$ cat config.mk
export PLATFORM = sky130hd
export DESIGN_NAME = stopwatch_countup
export DESIGN_NICKNAME = d
export VERILOG_FILES = /design/src/rtl/stopwatch_countup.sv
export SDC_FILE = /design/constraint.sdc
export NUM_CORES = 1
export LEC_CHECK = 0
export BUFFER_PORTS_ARGS = -buffer_cell sky130_fd_sc_hd__buf_2
export CAP_MARGIN = 20
export CORE_ASPECT_RATIO = 1.75
export CORE_UTILIZATION = 64
export CTS_BUF_LIST = sky130_fd_sc_hd__clkbuf_8
export CTS_CLUSTER_SIZE = 14
export DETAILED_ROUTE_END_ITERATION = 7
export PLACE_DENSITY = 0.83
export SYNTH_ARGS = -nofsm -noshare
export SYNTH_HDL_FRONTEND = slang
export SYNTH_SLANG_ARGS = --single-unit
$ cat constraint.sdc
create_clock -name clk -period 6 [get_ports clk]
set_clock_uncertainty 0.2 [all_clocks]
set_input_delay 0.6 -clock clk [delete_from_list [all_inputs] [get_ports clk]]
set_output_delay 0.6 -clock clk [all_outputs]
set_load 0.005 [all_outputs]
$ cat src/rtl/stopwatch_countup.sv
// Up-counting seconds stopwatch with start/stop and lap buttons.
// Drives two active-low 7-segment digits (gfedcba) and a 3-bit status light.
module stopwatch_countup #(
    parameter int TICK_CYCLES = 50000000,
    parameter int MAX_COUNT   = 99
) (
    input  logic       clk,
    input  logic       reset,
    input  logic       start_stop,
    input  logic       lap,
    output logic [6:0] out10,
    output logic [6:0] out1,
    output logic [2:0] light
);

    localparam int PW = $clog2(TICK_CYCLES);
    localparam logic [PW-1:0] PRESC_LAST = PW'(TICK_CYCLES - 1);
    localparam logic [6:0]    SEC_MAX    = 7'(MAX_COUNT);

    typedef enum logic [2:0] {S_IDLE, S_RUN, S_HOLD, S_LAP, S_DONE} state_t;

    state_t        state_q, state_d;
    logic [PW-1:0] presc_q, presc_d;
    logic [6:0]    sec_q, sec_d;
    logic [6:0]    lap_q, lap_d;
    // Bit 0 tracks start_stop, bit 1 tracks lap.
    logic [1:0]    btn_s1_q, btn_s1_d;
    logic [1:0]    btn_s2_q, btn_s2_d;
    logic [1:0]    btn_hist_q, btn_hist_d;

    logic [1:0] press;
    logic       start_p, lap_p;
    logic [6:0] disp, tens, ones;

    function automatic logic [6:0] seg7(input logic [6:0] d);
        case (d)
            7'd0:    seg7 = 7'b1000000;
            7'd1:    seg7 = 7'b1111001;
            7'd2:    seg7 = 7'b0100100;
            7'd3:    seg7 = 7'b0110000;
            7'd4:    seg7 = 7'b0011001;
            7'd5:    seg7 = 7'b0010010;
            7'd6:    seg7 = 7'b0000010;
            7'd7:    seg7 = 7'b1111000;
            7'd8:    seg7 = 7'b0000000;
            7'd9:    seg7 = 7'b0010000;
            default: seg7 = 7'b1111111;
        endcase
    endfunction

    always_ff @(posedge clk or negedge reset) begin
        if (!reset) begin
            state_q    <= S_IDLE;
            presc_q    <= '0;
            sec_q      <= '0;
            lap_q      <= '0;
            btn_s1_q   <= '0;
            btn_s2_q   <= '0;
            btn_hist_q <= '0;
        end else begin
            state_q    <= state_d;
            presc_q    <= presc_d;
            sec_q      <= sec_d;
            lap_q      <= lap_d;
            btn_s1_q   <= btn_s1_d;
            btn_s2_q   <= btn_s2_d;
            btn_hist_q <= btn_hist_d;
        end
    end

    always_comb begin
        btn_s1_d   = {lap, start_stop};
        btn_s2_d   = btn_s1_q;
        btn_hist_d = btn_s2_q;
        press      = btn_s2_q & ~btn_hist_q;
        start_p    = press[0];
        lap_p      = press[1];

        state_d = state_q;
        presc_d = presc_q;
        sec_d   = sec_q;
        lap_d   = lap_q;

        // The tick that reaches MAX_COUNT stays in RUN/LAP; the next terminal tick enters DONE.
        if (state_q == S_RUN || state_q == S_LAP) begin
            if (presc_q == PRESC_LAST) begin
                presc_d = '0;
                if (sec_q == SEC_MAX) begin
                    state_d = S_DONE;
                end else begin
                    sec_d = sec_q + 7'd1;
                end
            end else begin
                presc_d = presc_q + PW'(1);
            end
        end

        case (state_q)
            S_IDLE: begin
                if (start_p) begin
                    state_d = S_RUN;
                    presc_d = '0;
                    sec_d   = '0;
                end
            end
            S_RUN: begin
                if (start_p) begin
                    state_d = S_HOLD;
                end else if (lap_p) begin
                    state_d = S_LAP;
                    lap_d   = sec_q;
                end
            end
            S_HOLD: begin
                if (start_p) begin
                    state_d = S_RUN;
                end else if (lap_p) begin
                    state_d = S_IDLE;
                    presc_d = '0;
                    sec_d   = '0;
                end
            end
            S_LAP: begin
                if (start_p) begin
                    state_d = S_HOLD;
                end else if (lap_p) begin
                    state_d = S_RUN;
                end
            end
            S_DONE: begin
                if (lap_p) begin
                    state_d = S_IDLE;
                    presc_d = '0;
                    sec_d   = '0;
                end
            end
            default: state_d = S_IDLE;
        endcase
    end

    always_comb begin
        disp  = (state_q == S_LAP) ? lap_q : sec_q;
        tens  = disp / 7'd10;
        ones  = disp % 7'd10;
        out10 = seg7(tens);
        out1  = seg7(ones);
        case (state_q)
            S_IDLE:  light = 3'b001;
            S_RUN:   light = 3'b100;
            S_HOLD:  light = 3'b010;
            S_LAP:   light = 3'b110;
            S_DONE:  light = 3'b111;
            default: light = 3'b001;
        endcase
    end

endmodule

==> results of run 1 <==
-- final cells by class --
cell class              instances  area share (%)
clock buffers                   5            1.74
clock inverters                 3           0.284
inverters                      17            1.61
multi-input cells             347            59.1
flip-flops and latches         49            31.0
well taps                      76            2.40
repair buffers                 25            3.88
-- per-stage QoR --
| stage | std cells | util, % | total power (W) | hold WS [ns] |
|---|---|---|---|---|
| 2_1_floorplan | 431 | - | 0.000460 | 0.104 |
| 3_3_place_gp | 511 | 68.5 | 0.000489 | 0.134 |
| 3_5_place_dp | 511 | 68.5 | 0.000494 | 0.138 |
| 4_1_cts | 519 | 69.9 | 0.000674 | 0.157 |
| 5_1_grt | 522 | 71.5 | 0.000705 | 0.0229 |
| 6_report | 522 | 71.5 | 0.000675 | -0.00360 |
-- power breakdown --
group | switching (W) | leakage [nW] | internal (W)
clock | 0.000103 | 0.0519 | 0.0000779
sequential | 0.0000225 | 0.659 | 0.000349
combinational | 0.0000718 | 1.12 | 0.0000498
total | 0.000198 | 1.83 | 0.000477
-- critical path, stage by stage, from the launching register on --
cell and delay (ns):
sky130_fd_sc_hd__dfrtp_2 0.47, sky130_fd_sc_hd__and3b_2 0.29, sky130_fd_sc_hd__buf_6 0.17, sky130_fd_sc_hd__nand3_1 0.09, sky130_fd_sc_hd__nand2_1 0.07, sky130_fd_sc_hd__ha_2 0.23, sky130_fd_sc_hd__nor4b_2 0.07, sky130_fd_sc_hd__or2_2 0.32
sky130_fd_sc_hd__o32ai_2 0.15, sky130_fd_sc_hd__inv_2 0.16, sky130_fd_sc_hd__ha_1 0.24, sky130_fd_sc_hd__nand3_1 0.07, sky130_fd_sc_hd__nand3_1 0.10, sky130_fd_sc_hd__and4_1 0.26, sky130_fd_sc_hd__o21ai_1 0.16, sky130_fd_sc_hd__nand2_1 0.11
sky130_fd_sc_hd__inv_1 0.14, sky130_fd_sc_hd__ha_2 0.23, sky130_fd_sc_hd__a32oi_2 0.14, sky130_fd_sc_hd__o21ai_1 0.19, sky130_fd_sc_hd__nand2_1 0.12, sky130_fd_sc_hd__inv_1 0.12, sky130_fd_sc_hd__ha_1 0.19, sky130_fd_sc_hd__a21oi_1 0.05
sky130_fd_sc_hd__a31oi_1 0.16, sky130_fd_sc_hd__o21ai_1 0.08, sky130_fd_sc_hd__buf_2 0.14
-- worst max-delay path by stage --
stage | from | cells after the start | to
4_1_cts | state_q[2] | 21 | out10[5]
2_1_floorplan | state_q[2] | 24 | out1[6]
5_1_grt | state_q[2] | 26 | out1[5]
6_report | state_q[2] | 26 | out1[5]
3_5_place_dp | state_q[2] | 21 | out10[5]
3_3_place_gp | state_q[2] | 21 | out10[1]
-- logic make-up after synthesis --
family,after synthesis,synth area share (%)
mux,14,4.26
fa+ha+maj,17,5.79
flops,49,33.4
simple gates,199,27.9
compound gates,85,16.8
xor+xnor,32,7.63
buf+inv,35,4.26
-- flip-flops by register name (all words and copies together), names as in the netlist --
| register | cells |
|---|---|
| lap_q | 7 |
| btn_hist_d | 2 |
| btn_s1_q | 2 |
| btn_hist_q | 2 |
| state_q | 3 |
| presc_q | 26 |
| sec_q | 7 |
-- timing repair --
action                                  in CTS  in global routing
setup buffers                                0                  2
endpoints found under the setup margin       0                 14
gates resized for setup                      0                 19
-- per-layer routing --
layer / part of all wire, % / vias to the layer above
li1: - / 1570
met1: 36 / 1561
met2: 58 / 76
met3: 2.2 / 29
met4: 3.6 / 0
met5: 0 / -
-- layout by cell type, fill, tap and decap left out, drive strengths merged, types with 4 or more instances in the layout --
cell type and n:
nand2 44, buf 25, dfrtp 49, or2 5, mux2 7, nor2b 6
clkbuf 5, o21ai 27, nor3 7, a211oi 4, a21oi 18, nor2 53
inv 20, xnor2 10, nor4b 6, mux2i 7, nand4 8, ha 17
nor3b 4, nand3 35, and4 4, or3 7, and3 4, nand2b 6
xor2 22
==> impl_metrics.json, run 1 <==
{
  "post-synth-top-area-cell": "sky130_fd_sc_hd__dfrtp_1",
  "rr_endpoint": "presc_q[23]",
  "vias_per_cell": 6.20,
  "max-vdd-ir-drop_mv": 0.173,
  "hpwlAfterDp_um": 6100,
  "grt_pass1_wl_um": 13400,
  "synth.yosys.seq_area_share_pct": 33.4,
  "setup_violation_total_in_the_final_timing_report": 0,
  "holdCritPathClass": "input port to asynchronous set/reset pin",
  "result_of_the_run": "finished with violations",
  "slew_viol_final": 0,
  "crit_path_end_kind": "primary output",
  "static-leakage-power_nw": 1.83,
  "vias": 3236,
  "post_synth_most_frequent_cells": "52 x sky130_fd_sc_hd__nor2_1, 49 x sky130_fd_sc_hd__dfrtp_1, 43 x sky130_fd_sc_hd__nand2_1, 35 x sky130_fd_sc_hd__nand3_1, 22 x sky130_fd_sc_hd__xor2_1",
  "rows": 36,
  "fp.dieArea_um2": 6060,
  "footprint_of_the_multi_input_gates_um2": 2340,
  "placed_area_um2": 3790,
  "number_of_enable_type_register_cells_in_the_synthesized_netlist": 0,
  "final.fill_count": 451,
  "timing.rr.start": "state_q[2]",
  "grt_util_all_layers_pct": 28.9,
  "postSynth.asyncResetShare_pct": 100,
  "detail_route.wirelength_um": 8100,
  "port_buffers": 20,
  "slew_headroom_pct": 25.5,
  "path_clk_slew_ns": 0.09,
  "ctsRootBufferMaster": "sky130_fd_sc_hd__clkbuf_8",
  "cts.hold.buffers_added": 0,
  "detail_route.iter0.violations": 112,
  "firstDrtPassIters": 4,
  "register_area_um2": 1230,
  "clk_path_buf_depth": 2,
  "clk_lat_worst_skew_ns": 0.30,
  "yosys_most_used_dff": "sky130_fd_sc_hd__dfrtp_1",
  "rsz0062_at_grt": "false",
  "synthDistinctLibCells": 68,
  "finalCritPeriodShare_pct": 94.0,
  "final.hold.worst_slack_ns": -0.00360,
  "place_congestion": 0.939,
  "number_of_global_route_vias_before_repair": 3111,
  "grt_max_degree": 50,
  "max-cap-violations": 0,
  "met2_usage_pct": 55.3,
  "drt-wirelength-per-cell_um": 15.5,
  "grt_antenna_before_repair": 0,
  "transition_time_at_the_pin_with_the_least_slew_margin_ns": 1.11,
  "most_instantiated_library_cell_after_synthesis": "sky130_fd_sc_hd__nor2_1",
  "synth.net_count": 452,
  "grt.met1_usage_pct": 27.7,
  "power_density_nw_per_um2": 170,
  "drc_errors": 0,
  "post-synth-top-area-fraction_pct": 33.4,
  "cts.sink_count": 49,
  "crit_path_max_fanout": 13,
  "yosysWarnings": 0,
  "io_pins": 21,
  "met3_routing_resource_usage_after_global_routing_pct": 4.18,
  "area_contributors_post_synth": "sky130_fd_sc_hd__dfrtp_1 33%, sky130_fd_sc_hd__ha_1 5.8%, sky130_fd_sc_hd__nor2_1 5.3%, sky130_fd_sc_hd__xor2_1 5.2%, sky130_fd_sc_hd__nand3_1 4.8%",
  "worstSetupPathType": "register to primary output",
  "synth-seq-cells": 49,
  "die_h_um": 102,
  "synthesis.area_per_instance_um2": 8.53,
  "worstSetupStartpointType": "register",
  "post_synth_instance_area_um2": 3670,
  "totalNegativeSetupSlack_ns": 0,
  "numCtsBuffers": 5,
  "place_worst_setup_slack_ns": 0.365,
  "grt_busiest_layer": "met2",
  "cts-htree-levels": 2,
  "fmax_ghz": 0.177,
  "final_layout_size_suffix_gt1_share_pct": 16.1,
  "ff2ff_path_depth": 9,
  "cp.arrival_ns": 4.84,
  "final_antenna_net_count": 0,
  "hold_viol_final": 3,
  "floorplan.initialDensity_pct": 66.3,
  "violated_checks": "negative hold slack",
  "cp_data_required_time_ns": 5.20,
  "finalWorstSetupSlack_ns": 0.361,
  "worst-r2r-setup-slack_ns": 3.23,
  "signed_area_change_from_the_synthesized_netlist_to_the_final_layout_pct": 7.87,
  "core_um2": 5540,
  "period_minus_slack_ns": 5.64,
  "design_area_um2": 3960,
  "final_net_count": 466,
  "die_w_um": 59.3,
  "synth_cells": 431,
  "antennaDiodeCount": 0,
  "tritoncts": "built",
  "global_route.overflow_total": 0
}
(Power assumes the default switching activity.)
==> inputs of run 2 (changes only) <==
--- a/config.mk
+++ b/config.mk
@@ -8,11 +8,11 @@
 export BUFFER_PORTS_ARGS = -buffer_cell sky130_fd_sc_hd__buf_2
 export CAP_MARGIN = 20
 export CORE_ASPECT_RATIO = 1.75
-export CORE_UTILIZATION = 64
+export CORE_UTILIZATION = 69
 export CTS_BUF_LIST = sky130_fd_sc_hd__clkbuf_8
 export CTS_CLUSTER_SIZE = 14
 export DETAILED_ROUTE_END_ITERATION = 7
-export PLACE_DENSITY = 0.83
+export PLACE_DENSITY = 0.89
 export SYNTH_ARGS = -nofsm -noshare
 export SYNTH_HDL_FRONTEND = slang
 export SYNTH_SLANG_ARGS = --single-unit
==> constraint.sdc (replaced) <==
create_clock -name clk -period 6.8 [get_ports clk]
set_clock_uncertainty 0.2 [all_clocks]
set_input_delay 0.68 -clock clk [delete_from_list [all_inputs] [get_ports clk]]
set_output_delay 0.68 -clock clk [all_outputs]
set_load 0.005 [all_outputs]
==> run 2 against run 1 <==
The flow finishes with violations (design-rule violations); core utilization increased by 4.9 points; clock power about the same; wire length decreased by 0.93%; sequential power decreased by 12%; critical path type unchanged; register-to-register slack improved by 0.75 ns; sequential cell count unchanged; largest power group unchanged.
==> impl_metrics.json, run 2 (synthesis gave the netlist of run 1 again) <==
{
  "post_cts_buffers": 0,
  "cp_data_required_time_ns": 5.92,
  "worstSetupEndpoint": "out10[5]",
  "cts.sink_count": 49,
  "crit_path_end_kind": "primary output",
  "ctsRootBufferMaster": "sky130_fd_sc_hd__clkbuf_8",
  "fp.dieArea_um2": 5630,
  "drt-wirelength-per-cell_um": 16.1,
  "grt_pass1_wl_um": 13700,
  "period_minus_slack_ns": 6.26,
  "cpMostUsedCell": "sky130_fd_sc_hd__ha_1",
  "rows": 34,
  "drc_errors": 1,
  "cts.hold.buffers_added": 0,
  "fmax_ghz": 0.160,
  "vias_per_cell": 6.41,
  "clk_lat_worst_skew_ns": 0.30,
  "firstDrtPassIters": 7,
  "holdCritPathClass": "input port to asynchronous set/reset pin",
  "finalWorstSetupSlack_ns": 0.543,
  "slew_headroom_pct": 33.3,
  "floorplan.initialDensity_pct": 72.6,
  "mostFrequentLayoutCell": "sky130_fd_sc_hd__nor2_1",
  "power_density_nw_per_um2": 157,
  "place_worst_setup_slack_ns": 0.927,
  "slew_viol_final": 0,
  "static-leakage-power_nw": 1.81,
  "p_seq_share_pct": 53.8,
  "footprint_of_the_multi_input_gates_um2": 2290,
  "timing.rr.start": "presc_q[10]",
  "clock_share_of_power_pct": 29.2,
  "power.share.combinational_pct": 17.0,
  "crit_path_top_delay_cell": "sky130_fd_sc_hd__dfrtp_1",
  "final.fill_count": 363,
  "cts-htree-levels": 2,
  "ff2ff_path_depth": 6,
  "detail_route.iter0.violations": 169,
  "totalNegativeSetupSlack_ns": 0,
  "cellInternalPower_w": 0.000424,
  "critPathMaxStageDelay_ns": 0.46,
  "global_route.overflow_total": 0,
  "final_net_count": 463,
  "switching_share_pct": 30.4,
  "port_buffers": 20,
  "core_um2": 5060,
  "hpwlAfterDp_um": 6050,
  "number_of_global_route_vias_before_repair": 3184,
  "tritoncts": "built",
  "antennaDiodeCount": 0,
  "grt_max_degree": 50,
  "io_pins": 21,
  "numCtsBuffers": 5,
  "grt_antenna_before_repair": 0,
  "p_switching_w": 0.000185,
  "post_cts.resized_instances": 0,
  "worstPathCellList": "and3b_1, buf_4, mux2_4, ha_1, nor4b_1, or2_2, o32ai_2, inv_2, ha_1, nand3_1, and4_1, o21ai_0, nand2_1, inv_1, ha_1, a32oi_1, nor2_2, inv_1, ha_1, nor3_1, a21oi_1, buf_2",
  "signed_area_change_from_the_synthesized_netlist_to_the_final_layout_pct": 5.35,
  "rr_endpoint": "presc_q[23]",
  "setup_violation_total_in_the_final_timing_report": 0,
  "worstSetupStartpointType": "register",
  "finalCritPeriodShare_pct": 92.0,
  "vias": 3187,
  "register_area_um2": 1230,
  "place_congestion": 0.918,
  "max-cap-violations": 0,
  "startpoint": "state_q[2]",
  "violated_checks": "design-rule violations",
  "die_h_um": 98.5,
  "largest_registers": "presc_q (26), lap_q (7), sec_q (7)",
  "crit_path_max_fanout": 14,
  "largest_register_ffs": 26,
  "final_layout_size_suffix_gt1_share_pct": 13.1,
  "placed_area_um2": 3760,
  "worst-r2r-setup-slack_ns": 3.98,
  "final_antenna_net_count": 0,
  "result_of_the_run": "finished with violations",
  "design_area_um2": 3870,
  "top_register": "presc_q",
  "worstSetupPathType": "register to primary output",
  "cp.arrival_ns": 5.38,
  "detail_route.wirelength_um": 8020,
  "clk_path_buf_depth": 2,
  "layout_common_cells": "52 x sky130_fd_sc_hd__nor2_1, 49 x sky130_fd_sc_hd__dfrtp_1, 43 x sky130_fd_sc_hd__nand2_1, 35 x sky130_fd_sc_hd__nand3_1, 22 x sky130_fd_sc_hd__xor2_1",
  "rsz0062_at_grt": "false",
  "path_clk_slew_ns": 0.10,
  "grt_util_all_layers_pct": 30.6,
  "transition_time_at_the_pin_with_the_least_slew_margin_ns": 0.990,
  "max-vdd-ir-drop_mv": 0.218,
  "die_w_um": 57.2,
  "hold_viol_final": 0
}
[run 2: cell count changes in the layout (fill, tap and decap cells not counted), sizes merged]
cell,change
buf,-3
inv,-1
clkinvlp,+1
[run 2: critical path, delay by kind of cell (launching register included)]
family / cells / cell delay [ns]
DFF: 1 / 0.46
and+or+nand+nor: 8 / 1.89
adders and majority gates: 4 / 1.00
buffers and inverters: 5 / 0.81
muxes: 1 / 0.35
AOI/OAI and AO/OA: 4 / 0.55
[run 2: power groups by stage]
stage               clock, W  combinational [W]  sequential (W)
floorplan                  0          0.0000801        0.000326
global placement           0          0.0000987        0.000331
detailed placement         0           0.000102        0.000333
CTS                 0.000181           0.000103        0.000327
global route        0.000194           0.000119        0.000331
finish              0.000178           0.000103        0.000328
[run 2: how the worst min path moves through the flow]
| stage | end | cells past startpoint | slack (ns) | start |
|---|---|---|---|---|
| 2_1_floorplan | btn_hist_d[0] | 0 | 0.13 | btn_s1_q[0] |
| 3_3_place_gp | btn_hist_d[0] | 0 | 0.13 | btn_s1_q[0] |
| 3_5_place_dp | btn_hist_d[1] | 0 | 0.14 | btn_s1_q[1] |
| 4_1_cts | btn_hist_d[1] | 0 | 0.16 | btn_s1_q[1] |
| 5_1_grt | presc_q[19] | 1 | 0.07 | reset |
| 6_report | presc_q[21] | 1 | 0.06 | reset |
[run 2: stage by stage]
step	cells	utilization [%]	hold slack, ns	power [W]
after CTS	496	76.1	0.163	0.000611
final	497	76.5	0.0587	0.000610
after global placement	488	74.2	0.133	0.000430
after detailed placement	488	74.2	0.140	0.000435
after floorplan	431	-	0.131	0.000406
after global routing	497	76.5	0.0652	0.000644
[run 2: final cells by class]
type	instances	area share (%)
Clock buffer	5	1.78
Clock inverter	3	0.646
Inverter	17	1.65
Multi-Input combinational cell	347	59.2
Sequential cell	49	31.7
Tap cell	54	1.75
Timing Repair Buffer	22	3.30
[run 2: per-layer routing]
metal,share of wire [%],wire length [µm],track usage [%],vias to the layer above
li1,-,-,-,1562
met1,37,2950,30.0,1555
met2,60,4790,61.8,56
met3,1.6,126,3.54,14
met4,1.9,155,12.0,0
met5,0,0,0,-
